==> src/rtl/regfile_wb_scoreboard.sv <==
// ---------------------------------------------------------------------------
// regfile_wb_scoreboard
//   Register-file write-port sequencer for the pipelined RISC CPU.
//   - A scoreboard holds one pending bit per architectural register that has
//     an outstanding write. It stalls the DOF stage on RAW and WAW hazards.
//   - A round-robin arbiter shares the single write port between wb0
//     (single-cycle ALU) and wb1 (multi-cycle mul/load).
//   - Same-cycle forward hits let DOF take the value being written instead
//     of stalling.
//
// Ports
//   clk, rst_n                 clock / async active-low reset
//   iss_valid, iss_dest        DOF issue request and its destination
//   iss_src_a/b, iss_use_a/b   DOF source addresses and their use flags
//   iss_stall                  hold DOF (instruction not issued)
//   wbN_valid/addr/data        writeback requests, N = 0,1
//   wbN_ready                  writeback request N granted this cycle
//   rf_d_addr/data/write       register-file write port
//   fwd_a_hit, fwd_b_hit       source is being written this cycle
//   fwd_data                   data on the write port (same as rf_d_data)
//   pending_cnt                number of pending registers (registered)
//   err_wb                     sticky: write to a register with no pending bit
// ---------------------------------------------------------------------------
module regfile_wb_scoreboard #(
  parameter int NREG = 32,
  parameter int AW   = 5,
  parameter int DW   = 32
) (
  input  logic          clk,
  input  logic          rst_n,
  input  logic          iss_valid,
  input  logic [AW-1:0] iss_dest,
  input  logic [AW-1:0] iss_src_a,
  input  logic          iss_use_a,
  input  logic [AW-1:0] iss_src_b,
  input  logic          iss_use_b,
  output logic          iss_stall,
  input  logic          wb0_valid,
  input  logic [AW-1:0] wb0_addr,
  input  logic [DW-1:0] wb0_data,
  output logic          wb0_ready,
  input  logic          wb1_valid,
  input  logic [AW-1:0] wb1_addr,
  input  logic [DW-1:0] wb1_data,
  output logic          wb1_ready,
  output logic [AW-1:0] rf_d_addr,
  output logic [DW-1:0] rf_d_data,
  output logic          rf_d_write,
  output logic          fwd_a_hit,
  output logic          fwd_b_hit,
  output logic [DW-1:0] fwd_data,
  output logic [5:0]    pending_cnt,
  output logic          err_wb
);

  typedef enum logic {
    RR_WB0 = 1'b0,
    RR_WB1 = 1'b1
  } rr_e;

  rr_e             rr_ptr;
  rr_e             rr_nxt;
  logic [NREG-1:0] pending;
  logic [NREG-1:0] pending_nxt;
  logic [NREG-1:0] clr_mask;
  logic [NREG-1:0] set_mask;
  logic            g0;
  logic            g1;
  logic            wg;
  logic            w;
  logic [AW-1:0]   waddr;
  logic [DW-1:0]   wdata;
  logic            clr_a;
  logic            clr_b;
  logic            clr_d;
  logic            haz_a;
  logic            haz_b;
  logic            waw;
  logic            accept;
  logic            cnt_inc;
  logic            cnt_dec;
  logic            err_set;

  // Arbitration and write port. Grants are gated by rst_n so that a request
  // presented during reset is dropped rather than written.
  always_comb begin
    g0     = rst_n & wb0_valid & (~wb1_valid | (rr_ptr == RR_WB0));
    g1     = rst_n & wb1_valid & (~wb0_valid | (rr_ptr == RR_WB1));
    wg     = g0 | g1;
    waddr  = g1 ? wb1_addr : wb0_addr;
    wdata  = g1 ? wb1_data : wb0_data;
    w      = wg & (waddr != '0);
    rr_nxt = rr_ptr;
    if (wb0_valid & wb1_valid)
      rr_nxt = g0 ? RR_WB1 : RR_WB0;
  end

  assign wb0_ready  = g0;
  assign wb1_ready  = g1;
  assign rf_d_addr  = waddr;
  assign rf_d_data  = wdata;
  assign rf_d_write = w;
  assign fwd_data   = wdata;

  // Hazard detection. A register written this cycle no longer blocks DOF:
  // its value is taken from the forward path instead.
  always_comb begin
    clr_a     = w & (waddr == iss_src_a);
    clr_b     = w & (waddr == iss_src_b);
    clr_d     = w & (waddr == iss_dest);
    haz_a     = iss_use_a & (iss_src_a != '0) & pending[iss_src_a] & ~clr_a;
    haz_b     = iss_use_b & (iss_src_b != '0) & pending[iss_src_b] & ~clr_b;
    waw       = (iss_dest != '0) & pending[iss_dest] & ~clr_d;
    iss_stall = ~rst_n | (iss_valid & (haz_a | haz_b | waw));
    fwd_a_hit = iss_use_a & clr_a;
    fwd_b_hit = iss_use_b & clr_b;
    accept    = iss_valid & ~iss_stall;
  end

  // Scoreboard next state. The count moves only on a real 0->1 or 1->0
  // transition, so a same-register clear+set leaves it unchanged and a write
  // to a non-pending register never decrements it.
  always_comb begin
    clr_mask = '0;
    set_mask = '0;
    if (w)
      clr_mask = NREG'(1) << waddr;
    if (accept & (iss_dest != '0))
      set_mask = NREG'(1) << iss_dest;
    pending_nxt = ((pending & ~clr_mask) | set_mask) & ~NREG'(1);
    cnt_inc     = |(set_mask & ~pending);
    cnt_dec     = |(clr_mask & pending & ~set_mask);
    err_set     = w & ~pending[waddr];
  end

  always_ff @(posedge clk or negedge rst_n) begin
    if (!rst_n) begin
      pending     <= '0;
      rr_ptr      <= RR_WB0;
      pending_cnt <= '0;
      err_wb      <= 1'b0;
    end else begin
      pending     <= pending_nxt;
      rr_ptr      <= rr_nxt;
      pending_cnt <= pending_cnt + 6'(cnt_inc) - 6'(cnt_dec);
      err_wb      <= err_wb | err_set;
    end
  end

endmodule

==> config.mk <==
export PLATFORM = sky130hd
export DESIGN_NAME = regfile_wb_scoreboard
export DESIGN_NICKNAME = d
export VERILOG_FILES = /design/src/rtl/regfile_wb_scoreboard.sv
export SDC_FILE = /design/constraint.sdc
export NUM_CORES = 1
export LEC_CHECK = 0
export CAP_MARGIN = 20
export CORE_MARGIN = 2
export CORE_UTILIZATION = 40
export CTS_CLUSTER_DIAMETER = 40
export CTS_CLUSTER_SIZE = 28
export DETAILED_ROUTE_END_ITERATION = 8
export GPL_TIMING_DRIVEN = 0
export HOLD_SLACK_MARGIN = 0.03
export PLACE_DENSITY = 0.71
export SLEW_MARGIN = 20
export SYNTH_ARGS = -nofsm -noshare
export SYNTH_HDL_FRONTEND = slang
export SYNTH_SLANG_ARGS = --single-unit
==> constraint.sdc <==
create_clock -name clk -period 6 [get_ports clk]
set_clock_uncertainty 0.15 [all_clocks]
set_input_delay 1.2 -clock clk [delete_from_list [all_inputs] [get_ports clk]]
set_output_delay 1.2 -clock clk [all_outputs]
set_load 0.005 [all_outputs]
Yosys cells after proc, flatten, opt, wreduce, memory -nomap -nowiden
Cells that the tools add are included.
- muxes and demuxes: 13
- reduce and logical (&&, ||, !) cells: 6
- bitwise gates (word level): 47
- $lt $le $gt $ge: 4
- shift operators: 2
- add/subtract/negate cells: 2
- eq/ne operators: 3
- operator list (cell ; number):
    $and A32 B32 Y32 ; 4
    $mux W32 ; 3
    $not A32 Y32 ; 3
    $reduce_or A32 Y1 ; 2
    $shl A1 B5 Y32 const A ; 2
    $or A32 B32 Y32 ; 1
    $lt A5 B6 Y1 const B ; 4
    $and A1 B1 Y1 ; 23
    $bmux W1 S5 ; 4
    $reduce_bool A5 Y1 ; 4
    $eq A5 B5 Y1 ; 3
    $not A1 Y1 ; 9
    $or A1 B1 Y1 ; 7
    $add A6 B1 Y6 ; 1
    $sub A6 B1 Y6 ; 1
    $mux W1 ; 5
    $mux W5 ; 1
- input bits: 96
- register bits after elaboration: 39
- output and inout port bits: 82

Depth between registers and ports, before layout
- depth in word-level cells: 21
- depth in mapped cells: 20
- mapped depth without buffers: 19

Worst setup path after synthesis
Ideal clock, no wire load.
- path type: input to register
- start: in iss_src_b[2]
- end: reg pending_cnt[4]
- stages on the path: 18
- required time: 5770 ps
- setup slack: 1039 ps
- arrival time: 4731 ps
- setup time: 80 ps
- cell sequence: clkbuf_1 > mux4_2 > mux2i_1 > nor2_1 > o311ai_0 > a41oi_2 > nor4b_4 > buf_6 > a41oi_2 > nor4_1 > nand4_1 > ha_1 > inv_1 > ha_1 > fa_1 > a21o_1 > a21oi_1 > xnor2_1
- longest elaborated chain between the ends: 16
- elaborated cells on any way between the ends: 24
- RTL lines (item ; line ; text):
    from (decl) ; 35 ; input logic [AW-1:0] iss_src_b,
    $bmux W1 S5, or another cell as far along ; 112 ; haz_b = iss_use_b & (iss_src_b != '0) & pending[iss_src_b] & ~clr_b;
    $mux W1 (implied by the code), or another cell as far along ; 112 ;
    $and A1 B1 Y1 or $not A1 Y1 (tied branches) ; 112 ;
    $and A1 B1 Y1 (*) ; 112 ;
    $or A1 B1 Y1 (*) (2 in a row) ; 114 ; iss_stall = ~rst_n | (iss_valid & (haz_a | haz_b | waw));
    $and A1 B1 Y1 (*) ; 114 ;
    $or A1 B1 Y1 (*) ; 114 ;
    $not A1 Y1 (*) ; 117 ; accept = iss_valid & ~iss_stall;
    $and A1 B1 Y1 (*) ; 117 ;
    $and A1 B1 Y1 (*) ; 128 ; if (accept & (iss_dest != '0))
    $mux W32 (*) ; 128 ;
    $and A32 B32 Y32 or $not A32 Y32 (tied branches) ; 131, 132 ;
    $reduce_or A32 Y1 or $and A32 B32 Y32 (tied branches) ; 131, 132 ;
    $add A6 B1 Y6 or $reduce_or A32 Y1 (tied branches) ; 145, 132 ;
    $sub A6 B1 Y6 (*) ; 145 ; pending_cnt <= pending_cnt + 6'(cnt_inc) - 6'(cnt_dec);
    to (signal assigned) ; 145 ;
    to (decl) ; 52 ; output logic [5:0] pending_cnt,
Every way passes the cells marked *; elsewhere a longest branch is shown, timed or not. The select of a mux whose other input is x is not followed.
A chain may end at the register's enable or synchronous reset.

Worst setup path in the final report
- start: in rst_n
- end: reg pending_cnt[4]
- longest elaborated chain between the ends: 20
- elaborated cells on any way between the ends: 39
- RTL lines (item ; line ; text):
    from (decl) ; 30 ; input logic rst_n,
    $and A1 B1 Y1 (2 in a row) ; 88 ; g1 = rst_n & wb1_valid & (~wb0_valid | (rr_ptr == RR_WB1));
    $mux W5 ; 90 ; waddr = g1 ? wb1_addr : wb0_addr;
    $reduce_bool A5 Y1 ; 92 ; w = wg & (waddr != '0);
    $and A1 B1 Y1 ; 92 ;
    $and A1 B1 Y1, on equally long branches ; 108, 109 ;
    $not A1 Y1, on equally long branches ; 111, 112 ;
    $and A1 B1 Y1, on equally long branches ; 111, 112 ;
    $or A1 B1 Y1 (2 in a row) ; 114 ;
    (+2 left out) ; n/a ;
    $not A1 Y1 ; 117 ;
    $and A1 B1 Y1 ; 117 ;
    $and A1 B1 Y1 ; 128 ;
    $mux W32 ; 128 ;
    $and A32 B32 Y32 or $not A32 Y32 (tied branches) ; 131, 132 ;
    $reduce_or A32 Y1 or $and A32 B32 Y32 (tied branches) ; 131, 132 ;
    $add A6 B1 Y6 or $reduce_or A32 Y1 (tied branches) ; 145, 132 ;
    $sub A6 B1 Y6 (*) ; 145 ;
Every way passes the cells marked *; elsewhere a longest branch is shown, timed or not.

==> summary.md <==
| Metric | Value |
|---|---|
| Sequential fraction of design power | 29.8% |
| Post-Synthesis Cells | 738 |
| Tightest Hold Check Type | flop to flop |
| R2R cell count | 19 |
| Mapped Area | 5403 µm² |
| Crit path max fanout | 23 |
| FMAX | ~170 MHz |
| PD cells | approximately 200 nW/µm² |
| First-pass GRT wire length | 36380 µm |
| Syn_area_per_cell | between 7 and 8 µm² |
| Synth warn | 0 |
| GP Congestion | between 1 and 1.5 |
| Routed length per placed instance | 21.61 µm |
| DP Area | roughly 7300 µm² |
| Drt pass-1 iters | 6 |
| Reg2Reg Setup Slack | 1.12 ns |
| Clock Tree Buf Depth | 2 |
| Switching power total | 0.5879 mW |
| Fin crit share | about 100% |
| Yosys cell types | 78 |
| Final-report max-slew violation count | 0 |
| Async SR Flop Fraction | 100.0% |
| CTS root buf | clkbuf_16 |
| Least-Margin Pin Slew | just over 0.9 ns |
| Dpl hpwl | 18380 µm |
| Via count | 6647 |
| Finished Layout Cells | ~1.1k |
| Post-layout nets | 1016 |
| Hold_buf cts | 0 |
| Worst EP required | about 6 ns |
| Hold wc startpoint | err_wb |
| Gr ovfl total | 0 |
| Overall routing resource usage | 32.41% |
| Slew margin rel. | 39.11% |
| Register area share after synthesis | 18.06% |
| CP Capture Type | flop |
| Clock sinks | 39 |
| Die Ht | 120.2 µm |
| Sw Ratio | 39.80% |
| Total design power | 1.477 mW |
| Fin crit period | 5.880 ns |
| Final Cell Area | 7497 µm² |
| TritonCTS Buffers | 5 |
| Syn-to-layout area delta | 38.77% |
| Initial antenna violation count | 0 |
| Post-synth EDFFs | 0 |
| Leak | approximately 3.1 nW |
| Diodes inserted | 0 |
| Crit Path Class | input pin to flop |
| Min-Delay Endpoint | err_wb |
| Unrepaired setup endpoints after global routing | yes |
| Routed Wire Length | 23550 µm |
| CTS H-tree lvls | 2 |
| Setup violators final | 0 |
| Clk pwr share | 18.3% |
| Die area | 14450 µm² |
| Arr. time, crit path | 5.94 ns |
| Max-Cap Viols | 0 |
| VDD IR max | between 0.0001 and 0.00015 V |
| Vias in the first global route | around 6.5k |
| Worst hold path cell count | 1 |
| DRT antenna net count | 0 |
| DRC violations left | 0 |
| Drt initial violations | approximately 760 |
| Core ar. | 13240 µm² |
| Layout cells sized above 1 | 13.13% |
| Worst r2r dst | pending_cnt[4] |
| Status | complete, no violations |
| Synthesized flop and latch total | 39 |
| Synth Net Count | about 840 |
| Worst R2R Start | pending[11] |
| CTS tree | built |
| Commonest non-fill, non-tap cell in the layout | nand2_1 |
| Most used DFF post-synth | dfrtp_1 |
| Pint | 0.8894 mW |
| Largest net degree at the start of global routing | 24 |
| Fin. Hold Viols | 0 |
| Ports | ~180 |
| Gate power share | between 50% and 60% |
| DP Cell Count | 1081 |
| Vias per cell | between 6 and 7 |
| Clock transition at path regs | 0.07 ns |
| Commonest non-fill, non-tap cells in the layout | nand2_1, clkdlybuf4s50_1, o21ai_0 |
| Initial Utilization | 40.80% |
| Clk_lat worst skew | 0.30 ns |
| Critical Path Source Type | input pin |
| Die width | 120.2 µm |
| Rows | 42 |
| Number of port buffers | 166 |
## power groups by stage
stage,Combinational (mW),Clock (mW),Sequential (mW)
5_1_grt,0.836,0.282,0.443
2_1_floorplan,0.451,0,0.386
3_3_place_gp,0.743,0,0.433
6_report,0.766,0.271,0.440
3_5_place_dp,0.755,0,0.435
4_1_cts,0.760,0.270,0.430
## cells in the mapped netlist (9+ instances only)
master | instances | area, µm²
mux4_2 | 16 | 360.4
nand3_1 | 30 | 150.1
xnor2_1 | 11 | 96.34
o21ai_0 | 63 | 315.3
o22ai_1 | 12 | 75.07
nand2_1 | 179 | 671.9
inv_1 | 33 | 123.9
mux2i_1 | 29 | 290.3
mux2_2 | 9 | 101.4
clkbuf_1 | 24 | 90.09
nand4_1 | 18 | 112.6
a22oi_1 | 10 | 75.07
buf_2 | 13 | 65.06
nor2b_1 | 11 | 68.82
buf_4 | 35 | 262.8
a31oi_1 | 10 | 62.56
nor3_1 | 10 | 50.05
a21oi_1 | 21 | 105.1
nor2_1 | 18 | 67.56
dfrtp_1 | 39 | 975.9
o211ai_1 | 10 | 75.07
nand2b_1 | 9 | 56.30
## per-layer routing
metal  share of wire (%)  GRT usage [%]  vias up  routed length (µm)
met4                 4.3          13.52        0                1006
met2                  46          54.05      495               10940
li1                    -              -     2983                   -
met5                   0              0        -                   0
met3                  11          6.509       95                2679
met1                  38          40.97     3074                8922
## critical path, stage by stage
cell      delay [ns]
buf_4           0.29
buf_16          0.21
clkbuf_1        0.47
nand2_1         0.16
o22a_1          0.27
a21oi_1         0.31
a41oi_2         0.23
nor4b_4         0.31
buf_4           0.19
buf_6           0.16
a31oi_1         0.10
nor3_1          0.34
nand4_1         0.18
ha_1            0.30
inv_1           0.04
ha_1            0.20
fa_1            0.45
a21o_1          0.18
a21oi_1         0.18
xnor2_1         0.14
## how the worst max path moves through the flow
stage                 startpoint        endpoint  slack [ns]  cells past startpoint
floorplan           iss_src_b[2]  pending_cnt[4]        1.04                     18
global placement           rst_n  pending_cnt[4]       -2.03                     16
detailed placement         rst_n  pending_cnt[4]       -0.35                     19
CTS                 iss_src_b[2]  pending_cnt[4]        0.07                     18
global route               rst_n  pending_cnt[4]       -0.08                     17
finish                     rst_n  pending_cnt[4]        0.12                     20
## layout make-up
type	instances	area, µm²
buffer	82	503.0
clock buffer	6	128.9
clock inverter	2	12.51
fill	1311	5746
inverter	35	131.4
multi-input combinational	582	3831
sequential	39	975.9
tap	176	220.2
timing repair buffer	168	1694
## cells by family (layout without fill, tap and decap cells)
logic type      after synthesis  count (layout)  share of synthesized area (%)
xor+xnor                     16              16                          2.594
fa+ha+maj                     7               7                          1.760
compound gates              179             179                          21.89
buf+inv                     117             293                          11.69
flops                        39              39                          18.06
mux                          58              58                          15.59
simple gates                322             322                          28.42
## flip-flops by register name (all words and copies together) (netlist names)
register,count
rr_ptr,1
pending,31
pending_cnt,6
err_wb,1
## through the flow
stage                     hold slack, ns  utilization [%]   TNS, ns  setup slack, ns
after global routing              0.3976            56.61  -0.08759         -0.07924
after CTS                         0.3554            56.30         0          0.06843
after global placement            0.3389            55.01    -47.90           -2.026
after detailed placement          0.3364            55.22   -0.6788          -0.3512
final                             0.3527            56.61         0           0.1197
after floorplan                   0.3010                -         0            1.039
## what timing repair did
item	CTS	global route
cloned	0	0
endpoints found under the setup margin	2	4
pin swaps	0	1
buffers inserted	0	1
resized for setup	1	10
Note: power is estimated with default switching activity, not from simulation.
